## src/rtl/seq_detect_pkg.sv

```systemverilog
// seq_detect_pkg: shared FSM state type and sizing constants for seq_detect_param
package seq_detect_pkg;
  typedef enum logic {FILL, HUNT} state_t;
  localparam int LEN_MIN   = 2;
  localparam int LEN_MAX   = 16;
  localparam int CNT_W_DEF = 8;
endpackage

```

## src/rtl/seq_match_cnt.sv

```systemverilog
// seq_match_cnt: saturating event counter with synchronous clear that beats increment
module seq_match_cnt #(
  parameter int W = 8
) (
  input  logic         clk,
  input  logic         rst_n,
  input  logic         i_inc,
  input  logic         i_clr,
  output logic [W-1:0] o_cnt
);
  logic [W-1:0] r_cnt;
  // clear wins over increment; increment stops once all ones
  always_ff @(posedge clk or negedge rst_n) begin
    if (!rst_n) r_cnt <= '0;
    else if (i_clr) r_cnt <= '0;
    else if (i_inc && !(&r_cnt)) r_cnt <= r_cnt + W'(1);
  end
  assign o_cnt = r_cnt;
endmodule

```

## src/rtl/seq_detect_param.sv

```systemverilog
// seq_detect_param: serial pattern detector with loadable pattern; macro SEQ_DETECT_CNT_EN enables the match counter
module seq_detect_param
  import seq_detect_pkg::*;
#(
  parameter int             LEN     = 4,
  parameter logic [LEN-1:0] PATTERN = LEN'(4'b1001),
  parameter bit             OVERLAP = 1'b1,
  parameter int             CNT_W   = CNT_W_DEF
) (
  input  logic             clk,
  input  logic             rst_n,
  input  logic             inp,
  input  logic             in_valid,
  input  logic             cfg_load,
  input  logic [LEN-1:0]   cfg_pattern,
  input  logic             cnt_clr,
  output logic             match,
  output logic [CNT_W-1:0] match_cnt
);
  localparam int FW = $clog2(LEN + 1);
  if (LEN < LEN_MIN || LEN > LEN_MAX) begin : g_len_check
    $error("seq_detect_param: LEN=%0d outside %0d..%0d", LEN, LEN_MIN, LEN_MAX);
  end
  state_t         r_state, w_state_nxt;
  logic [LEN-1:0] r_pat, r_hist, w_pat_nxt, w_hist_nxt, w_hist_sh;
  logic [FW-1:0]  r_fill, w_fill_nxt, w_fill_inc;
  logic           r_match, w_hit;
  // next state: load beats sampling; a non-overlapping hit restarts the fill
  always_comb begin
    w_hist_sh   = {r_hist[LEN-2:0], inp};
    w_fill_inc  = (r_state == FILL) ? r_fill + FW'(1) : r_fill;
    w_hit       = in_valid && !cfg_load && (w_hist_sh == r_pat) && (w_fill_inc == FW'(LEN));
    w_state_nxt = r_state;
    w_pat_nxt   = r_pat;
    w_hist_nxt  = r_hist;
    w_fill_nxt  = r_fill;
    if (cfg_load) begin
      w_pat_nxt   = cfg_pattern;
      w_hist_nxt  = '0;
      w_fill_nxt  = '0;
      w_state_nxt = FILL;
    end else if (in_valid) begin
      w_hist_nxt  = w_hist_sh;
      w_fill_nxt  = (w_hit && !OVERLAP) ? '0 : w_fill_inc;
      w_state_nxt = (w_hit && !OVERLAP) ? FILL : ((w_fill_inc == FW'(LEN)) ? HUNT : FILL);
    end
  end
  // state register; reset restores the build-time pattern
  always_ff @(posedge clk or negedge rst_n) begin
    if (!rst_n) begin
      r_state <= FILL;
      r_pat   <= PATTERN;
      r_hist  <= '0;
      r_fill  <= '0;
      r_match <= 1'b0;
    end else begin
      r_state <= w_state_nxt;
      r_pat   <= w_pat_nxt;
      r_hist  <= w_hist_nxt;
      r_fill  <= w_fill_nxt;
      r_match <= w_hit;
    end
  end
  assign match = r_match;
`ifdef SEQ_DETECT_CNT_EN
  seq_match_cnt #(.W(CNT_W)) u_cnt (
    .clk   (clk),
    .rst_n (rst_n),
    .i_inc (w_hit),
    .i_clr (cnt_clr),
    .o_cnt (match_cnt)
  );
`else
  logic w_unused_clr;
  assign w_unused_clr = cnt_clr;
  assign match_cnt    = '0;
`endif
endmodule

```

## config.mk

```make
export PLATFORM = sky130hd
export DESIGN_NAME = seq_detect_param
export DESIGN_NICKNAME = d
export VERILOG_FILES = /design/src/rtl/seq_detect_pkg.sv /design/src/rtl/seq_match_cnt.sv /design/src/rtl/seq_detect_param.sv
export SDC_FILE = /design/constraint.sdc
export NUM_CORES = 1
export LEC_CHECK = 0
export CAP_MARGIN = 20
export CORE_UTILIZATION = 40
export DETAILED_ROUTE_END_ITERATION = 6
export GPL_ROUTABILITY_DRIVEN = 0
export PLACE_DENSITY = 0.72
export SLEW_MARGIN = 20
export SYNTH_ARGS = -nofsm -noshare
export SYNTH_HDL_FRONTEND = slang
export SYNTH_HIERARCHICAL = 1
export SYNTH_SLANG_ARGS = --single-unit
```

## constraint.sdc

```tcl
create_clock -name clk -period 1.1 [get_ports clk]
set_input_delay 0.165 -clock clk [delete_from_list [all_inputs] [get_ports clk]]
set_output_delay 0.165 -clock clk [all_outputs]
set_load 0.05 [all_outputs]
```

; ---- Yosys cells after proc, flatten, opt, wreduce, memory -nomap -nowiden
; Index checks and enable logic that the tools add are counted.
; W data, S select, Z words.
[word_totals]
regBits = 12
[op_classes]
add_sub_neg = 1
n_eq_ne = 2
n_mux = 8
reduce_logical = 5
[ops]
columns = cell, n
row1 = $mux W3, 5
row2 = $eq A4 B4 Y1, 1
row3 = $add A3 B1 Y3 const B, 1
row4 = $eq A3 B3 Y1 const B, 1
row5 = $logic_and A1 B1 Y1, 3
row6 = $mux W1, 3
row7 = $reduce_bool A2 Y1, 1
row8 = $logic_not A1 Y1, 1

; ---- Longest topological paths before layout
; Gate-level depths: netlist of the first run.
[depth]
word_depth = 6
mapped_depth = 4

; ---- Least setup slack after synthesis of the first run
; Ideal clock, no wire load.
[synth_timing]
path_kind = reg-to-reg
start = register r_fill[0]
end = register r_state
setup_time_ns = 0.087
arrival_ns = 1.098
required_time_ns = 1.013
slack_ns = -0.085
stages_incl_launch_ff = 5
n_path_buf = 0
synth_period_minus_slack_ns = 1.185
cell_sequence = dfrtp_1 ha_1 nor2_1 a31oi_1 a211oi_2
[synth_between]
elab_chain_cells = 6
[synth_rtl]
columns = element, line
row1 = "start, declared", seq_detect_param.sv:26  ; logic [FW-1:0] r_fill, w_fill_nxt, w_fill_inc;
row2 = "start signal, assigned", seq_detect_param.sv:60  ; r_fill <= w_fill_nxt;
row3 = $add A3 B1 Y3, seq_detect_param.sv:31  ; w_fill_inc = (r_state == FILL) ? r_fill + FW'(1) : r_fill;
row4 = $mux W3 (*), seq_detect_param.sv:31
row5 = $eq A3 B3 Y1 (*), seq_detect_param.sv:45  ; w_state_nxt = (w_hit && !OVERLAP) ? FILL : ((w_fill_inc == FW'(LEN)) ? HUNT : FILL);
row6 = $mux W1 (*), seq_detect_param.sv:45
row7 = $mux W1 (*), seq_detect_param.sv:42  ; end else if (in_valid) begin
row8 = $mux W1 (*), seq_detect_param.sv:37  ; if (cfg_load) begin
row9 = "end signal, assigned", seq_detect_param.sv:57  ; r_state <= w_state_nxt;
row10 = "end, declared", seq_detect_param.sv:24  ; state_t r_state, w_state_nxt;
; Mark *: on every way between the ends. The rest lies on a longest branch, timed or not. The select of a mux whose other input is x is not followed.
; A chain may end at the register's enable or synchronous reset.

; ---- Final worst setup path of the first run
[layout_timing]
start = register r_fill[1]
end = register r_state
; The elaborated chain is that of the path after synthesis.

==> flow_summary.yaml, run 1 <==
status:
  status: "finished with violations"
  violations: "negative setup slack"
timing:
  drv_slew: 0
  fin_tns_setup_ps: -116.4
  setup_viol: 2
  whs_ps: 188.8
  finalHoldViolCount: 0
  skew_ps: 0.7903
  min_period_ps: 1183
  fmax_mhz: 845.0
  min_period_over_period_pct: 107.6
  setup_ws_ps: -83.47
  rsz0062_at_grt: "true"
detailed_routing:
  viasPerCell: 4.851
  detail-route-antenna-nets: 0
  drc: 0
  vias: 422
  wl_per_cell_um: 12.06
  wl_um: 1049
  dr.first_iter.drc_count: 5
  dr.pass1.iters: 4
placed_design:
  dp.cells: 83
  port-buffer-count: 9
  hpwl_um: 797.7
  placed_cell_area_um2: 759.5
grt:
  grt_start_max_net_pins: 13
  grt_pass1_vias: 422
  track_usage_pct: 15.05
  grt_pass1_wl_um: 1897
  grt_overflow: 0
  antenna_found_initial: 0
clocking:
  clockBufferDepth: 2
  clk_latency_ps: 270
  cts.clk_slew.worst_paths_ps: 70
  post_cts_buffers: 0
  cts_buffers: 3
  clock_tree.root_cell: "clkbuf_4"
  cts_tree: "built"
  h-tree-depth: 1
  cts.sinks: 12
floorplan:
  fp-row-count: 14
  start_util_pct: 42.69
  ioPinCount: 19
  core_um2: 1489
  die_h_um: 41.86
  die_x_um: 41.86
  dieArea_um2: 1752
power_and_ir_drop:
  p_per_area_nw_per_um2: 1281
  power_leakage_nw: 0.3693
  ir_drop_mv: 0.7635
setup_path:
  worst-setup-path-type: "reg2reg"
  crit_required_ps: 1290
  path_max_fanout: 2
  critPathArrivalTime_ps: 1370
  end_kind: "flop"
  cp-start-kind: "flop"
final_layout:
  multiInputGateArea_um2: 334.1
  fin_cells: 87
  diodes: 0
  fillCellCount: 134
  nets: 83
  drive_above_1_share_pct: 32.39
  synthToLayoutAreaGrowth_pct: 31.30
  register_area_um2: 302.8
  final_area_um2: 834.6
synth:
  yosysSeqAreaShare_pct: 47.64
  syn_inst: 56
  synth.distinct_cells: 21
  yosys_warnings: 6
  ys_seq_elements: 12
  syn_area_um2: 635.6
  syn_area_per_cell_um2: 11.35
run:
  maxCapViolCount: 0
hold_path:
  hp-class: "in2async"
-- area by class of cell --
cell class | count | area share [%]
tap | 16 | 2.399
multi-input combinational | 41 | 40.03
sequential | 12 | 36.28
timing repair buffer | 14 | 16.94
clock buffer | 4 | 4.348
-- metal layers --
layer,part of all wire [%],up-vias,global-route usage (%)
li1,-,199,-
met1,45,204,19.44
met2,48,15,23.13
met3,4.4,4,2.609
met4,1.9,0,9.677
met5,0,-,0
-- power by group --
group | internal (mW) | leakage [nW] | switching [mW]
Sequential | 0.473 | 0.153 | 0.0250
Combinational | 0.0983 | 0.195 | 0.124
Clock | 0.201 | 0.0210 | 0.148
-- synthesized netlist by cell type (all sizes together) --
| cell type | n | area (um^2) |
|---|---|---|
| a211oi | 1 | 12.51 |
| a21oi | 1 | 5.000 |
| a31oi | 1 | 6.260 |
| and4bb | 1 | 12.51 |
| buf | 10 | 72.56 |
| conb | 1 | 3.750 |
| dfrtp | 10 | 250.2 |
| dfstp | 2 | 52.55 |
| ha | 1 | 12.51 |
| mux2 | 4 | 45.04 |
| mux2i | 4 | 40.04 |
| nand2 | 1 | 3.750 |
| nand2b | 1 | 8.760 |
| nand3 | 1 | 5.000 |
| nand3b | 2 | 15.01 |
| nor2 | 7 | 26.28 |
| nor3 | 1 | 5.000 |
| or2 | 1 | 6.260 |
| xnor2 | 4 | 35.03 |
| xor2 | 2 | 17.52 |
-- cell usage in the layout (no fill, tap or decap), types with 3 or more instances in the layout --
cell type	count
buf_4	4
clkbuf_4	3
clkdlybuf4s50_1	8
conb_1	8
dfrtp_1	10
mux2_2	4
mux2i_1	4
nor2_1	6
xnor2_1	4
-- registers in the layout, summed over array words and instances (netlist names) --
signal and flops:
match 1, r_fill 3, r_hist 3, r_pat 4
r_state 1
-- critical path, stage by stage, from the launching register on --
cell	delay [ps]
dfrtp_1	420
buf_6	130
and4bb_1	300
a31oi_4	60
a211oi_2	190
-- final timing paths --
path / end / startpoint / slack, ps / cells after the start
min: r_fill[1] / rst_n / 190 / 2
max reg2reg: r_state / r_fill[1] / -80 / 4
max in group asynchronous: r_pat[0] / rst_n / 680 / 2
min reg2reg: r_pat[1] / r_pat[1] / 540 / 1
max: r_state / r_fill[1] / -80 / 4
min in group clk: r_pat[1] / cfg_pattern[1] / 510 / 2
-- kinds of logic after synthesis --
family / after synthesis / synth area share (%)
other: 1 / 0.5900
flip-flops: 12 / 47.64
adder cells (fa/ha/maj): 1 / 1.968
buffers and inverters: 10 / 11.42
AND/OR/NAND/NOR: 15 / 12.99
XOR/XNOR: 6 / 8.268
multiplexers: 8 / 13.39
AO/OA/AOI/OAI: 3 / 3.740
-- stage by stage --
step | setup slack (ps) | total power, mW | util (%)
after global routing | -144.7 | 1.120 | 56.05
final | -83.47 | 1.069 | 56.05
after CTS | -75.56 | 1.076 | 55.46
after floorplan | -46.96 | 0.6634 | -
after global placement | -129.6 | 0.7040 | 51.01
after detailed placement | -172.2 | 0.7119 | 51.01
-- timing repair --
item	CTS	global route
hold buffers	0	0
resized for setup	5	2
pin swaps	2	0
setup endpoints to repair	2	3
(Power assumes the default switching activity.)
==> inputs of run 2 (changes only) <==
--- a/config.mk
+++ b/config.mk
@@ -6,6 +6,7 @@
 export NUM_CORES = 1
 export LEC_CHECK = 0
 export CAP_MARGIN = 20
+export CORE_MARGIN = 1.5
 export CORE_UTILIZATION = 40
 export DETAILED_ROUTE_END_ITERATION = 6
 export GPL_ROUTABILITY_DRIVEN = 0
==> run 2 against run 1 <==
The flow still finishes with violations (negative setup slack). Clock skew up 6.5 ps. Fmax is 2.1% higher. Final cell count rose by 1.1%. Clock-buffer cell count unchanged. Register-to-register slack better by 20 ps. Cell area is 0.30% lower. Critical path type unchanged. Largest cell class unchanged. Highest routed layer is now met3.
==> flow_summary.yaml, run 2 (synthesis gave the netlist of run 1 again) <==
timing:
  finalHoldViolCount: 0
  min_period_ps: 1159
  drv_slew: 0
  rsz0062_at_grt: "true"
  fin_tns_setup_ps: -86.87
  skew_ps: 7.326
  min_period_over_period_pct: 105.3
  setup_viol: 3
  setup_ws_ps: -58.85
  whs_ps: 137.6
  fmax_mhz: 862.9
power_and_ir_drop:
  p_comb_share_pct: 22.6
  ir_drop_mv: 0.6248
  p_int_mw: 0.7130
  clockPowerShare_pct: 27.6
  power_leakage_nw: 0.3682
  p_per_area_nw_per_um2: 1198
  p_sw_mw: 0.2836
  p_total_mw: 0.9965
  seqPwrFrac_pct: 49.8
  power_switching_share_pct: 28.45
grt:
  met2_usage_pct: 22.42
  grt_pass1_wl_um: 1738
  grt_pass1_vias: 432
  met1_usage_pct: 14.25
  grtUsageMet3_pct: 2.553
  grt_overflow: 0
  antenna_found_initial: 0
  grt_start_max_net_pins: 8
  busiest_layer: "met2"
  track_usage_pct: 12.86
run:
  maxCapViolCount: 0
detailed_routing:
  vias: 418
  viasPerCell: 4.750
  dr.first_iter.drc_count: 2
  wl_um: 995
  detail-route-antenna-nets: 0
  wl_per_cell_um: 11.31
  drc: 0
  dr.pass1.iters: 2
final_layout:
  top_regs: "r_pat (4), r_fill (3), r_hist (3)"
  largest_register_ffs: 4
  synthToLayoutAreaGrowth_pct: 30.91
  drive_above_1_share_pct: 31.94
  final_common_cell: "dfrtp_1"
  fin_util_pct: 55.88
  mostFrequentLayoutCells: "dfrtp_1 (10), conb_1 (8), clkdlybuf4s50_1 (8)"
  diodes: 0
  regMostFlops: "r_pat"
  nets: 84
  final_area_um2: 832.0
floorplan:
  fp-row-count: 14
  ioPinCount: 19
  core_um2: 1489
  die_h_um: 42.86
  start_util_pct: 42.69
  dieArea_um2: 1837
  die_x_um: 42.86
setup_path:
  cp-start-kind: "flop"
  critPathArrivalTime_ps: 1350
  path_max_fanout: 2
  worst-setup-path-type: "reg2reg"
  crit_required_ps: 1290
  end_kind: "flop"
status:
  status: "finished with violations"
  violations: "negative setup slack"
clocking:
  holdBufCountCts: 0
  cts_tree: "built"
  cts_buffers: 3
  clk_latency_ps: 270
  clockBufferDepth: 2
  cts.clk_slew.worst_paths_ps: 70
  h-tree-depth: 1
  clock_tree.root_cell: "clkbuf_4"
  cts.sinks: 12
placed_design:
  port-buffer-count: 9
  hpwl_um: 772.7
  placed_cell_area_um2: 767.0
hold_path:
  hp-class: "in2async"
[run 2: changes by cell type in the layout (fill, tap and decap cells not counted), sizes merged]
cell	previous run	this run
buf	6	7
[run 2: power groups by stage]
| stage | sequential [mW] | clock, mW | combinational [mW] |
|---|---|---|---|
| 6_report | 0.496 | 0.275 | 0.225 |
| 5_1_grt | 0.500 | 0.302 | 0.245 |
| 4_1_cts | 0.495 | 0.284 | 0.213 |
| 3_5_place_dp | 0.503 | 0 | 0.208 |
| 3_3_place_gp | 0.502 | 0 | 0.204 |
| 2_1_floorplan | 0.499 | 0 | 0.164 |
[run 2: worst paths after layout]
path / start / to / cells after the start / slack (ps)
max in group asynchronous: rst_n / r_pat[1] / 2 / 580
worst max register to register: r_fill[1] / r_state / 4 / -60
worst max-delay path: r_fill[1] / r_state / 4 / -60
worst min register to register: r_pat[1] / r_pat[1] / 1 / 550
worst min-delay path: rst_n / r_pat[2] / 1 / 140
min in group clk: cfg_pattern[1] / r_pat[1] / 2 / 510
[run 2: critical path: stages (launching register included)]
cell	delay [ps]
dfrtp_1	420
buf_6	130
and4bb_1	290
a31oi_4	50
a211oi_2	180
[run 2: what timing repair did]
item / in CTS / in global routing
buffers inserted: 0 / 0
setup endpoints to repair: 2 / 3
gates resized for setup: 2 / 5
pin swaps: 2 / 1
[run 2: stage by stage]
step           cells  setup WS, ps
5_1_grt           88        -128.5
6_report          88        -58.85
3_5_place_dp      84        -180.3
4_1_cts           88        -76.65
2_1_floorplan     63        -46.96
3_3_place_gp      84        -157.4
[run 2: layout make-up]
cell class / instances / area [um^2]
flip-flops and latches: 12 / 302.8
multi-input cells: 41 / 334.1
fillers: 129 / 656.9
well taps: 16 / 20.02
clock buffers: 4 / 26.28
repair buffers: 15 / 148.9
[run 2: routing by layer]
metal,vias up,routed length (um)
met3,0,46
li1,201,-
met2,14,506
met4,0,0
met1,203,442
met5,-,0
==> inputs of run 3 (changes only) <==
--- a/config.mk
+++ b/config.mk
@@ -10,8 +10,8 @@
 export CORE_UTILIZATION = 40
 export DETAILED_ROUTE_END_ITERATION = 6
 export GPL_ROUTABILITY_DRIVEN = 0
+export HOLD_SLACK_MARGIN = 0.08
 export PLACE_DENSITY = 0.72
-export SLEW_MARGIN = 20
 export SYNTH_ARGS = -nofsm -noshare
 export SYNTH_HDL_FRONTEND = slang
 export SYNTH_HIERARCHICAL = 1
==> results of run 3 <==
Final layout, timing and power as in run 2 (identical DEF).
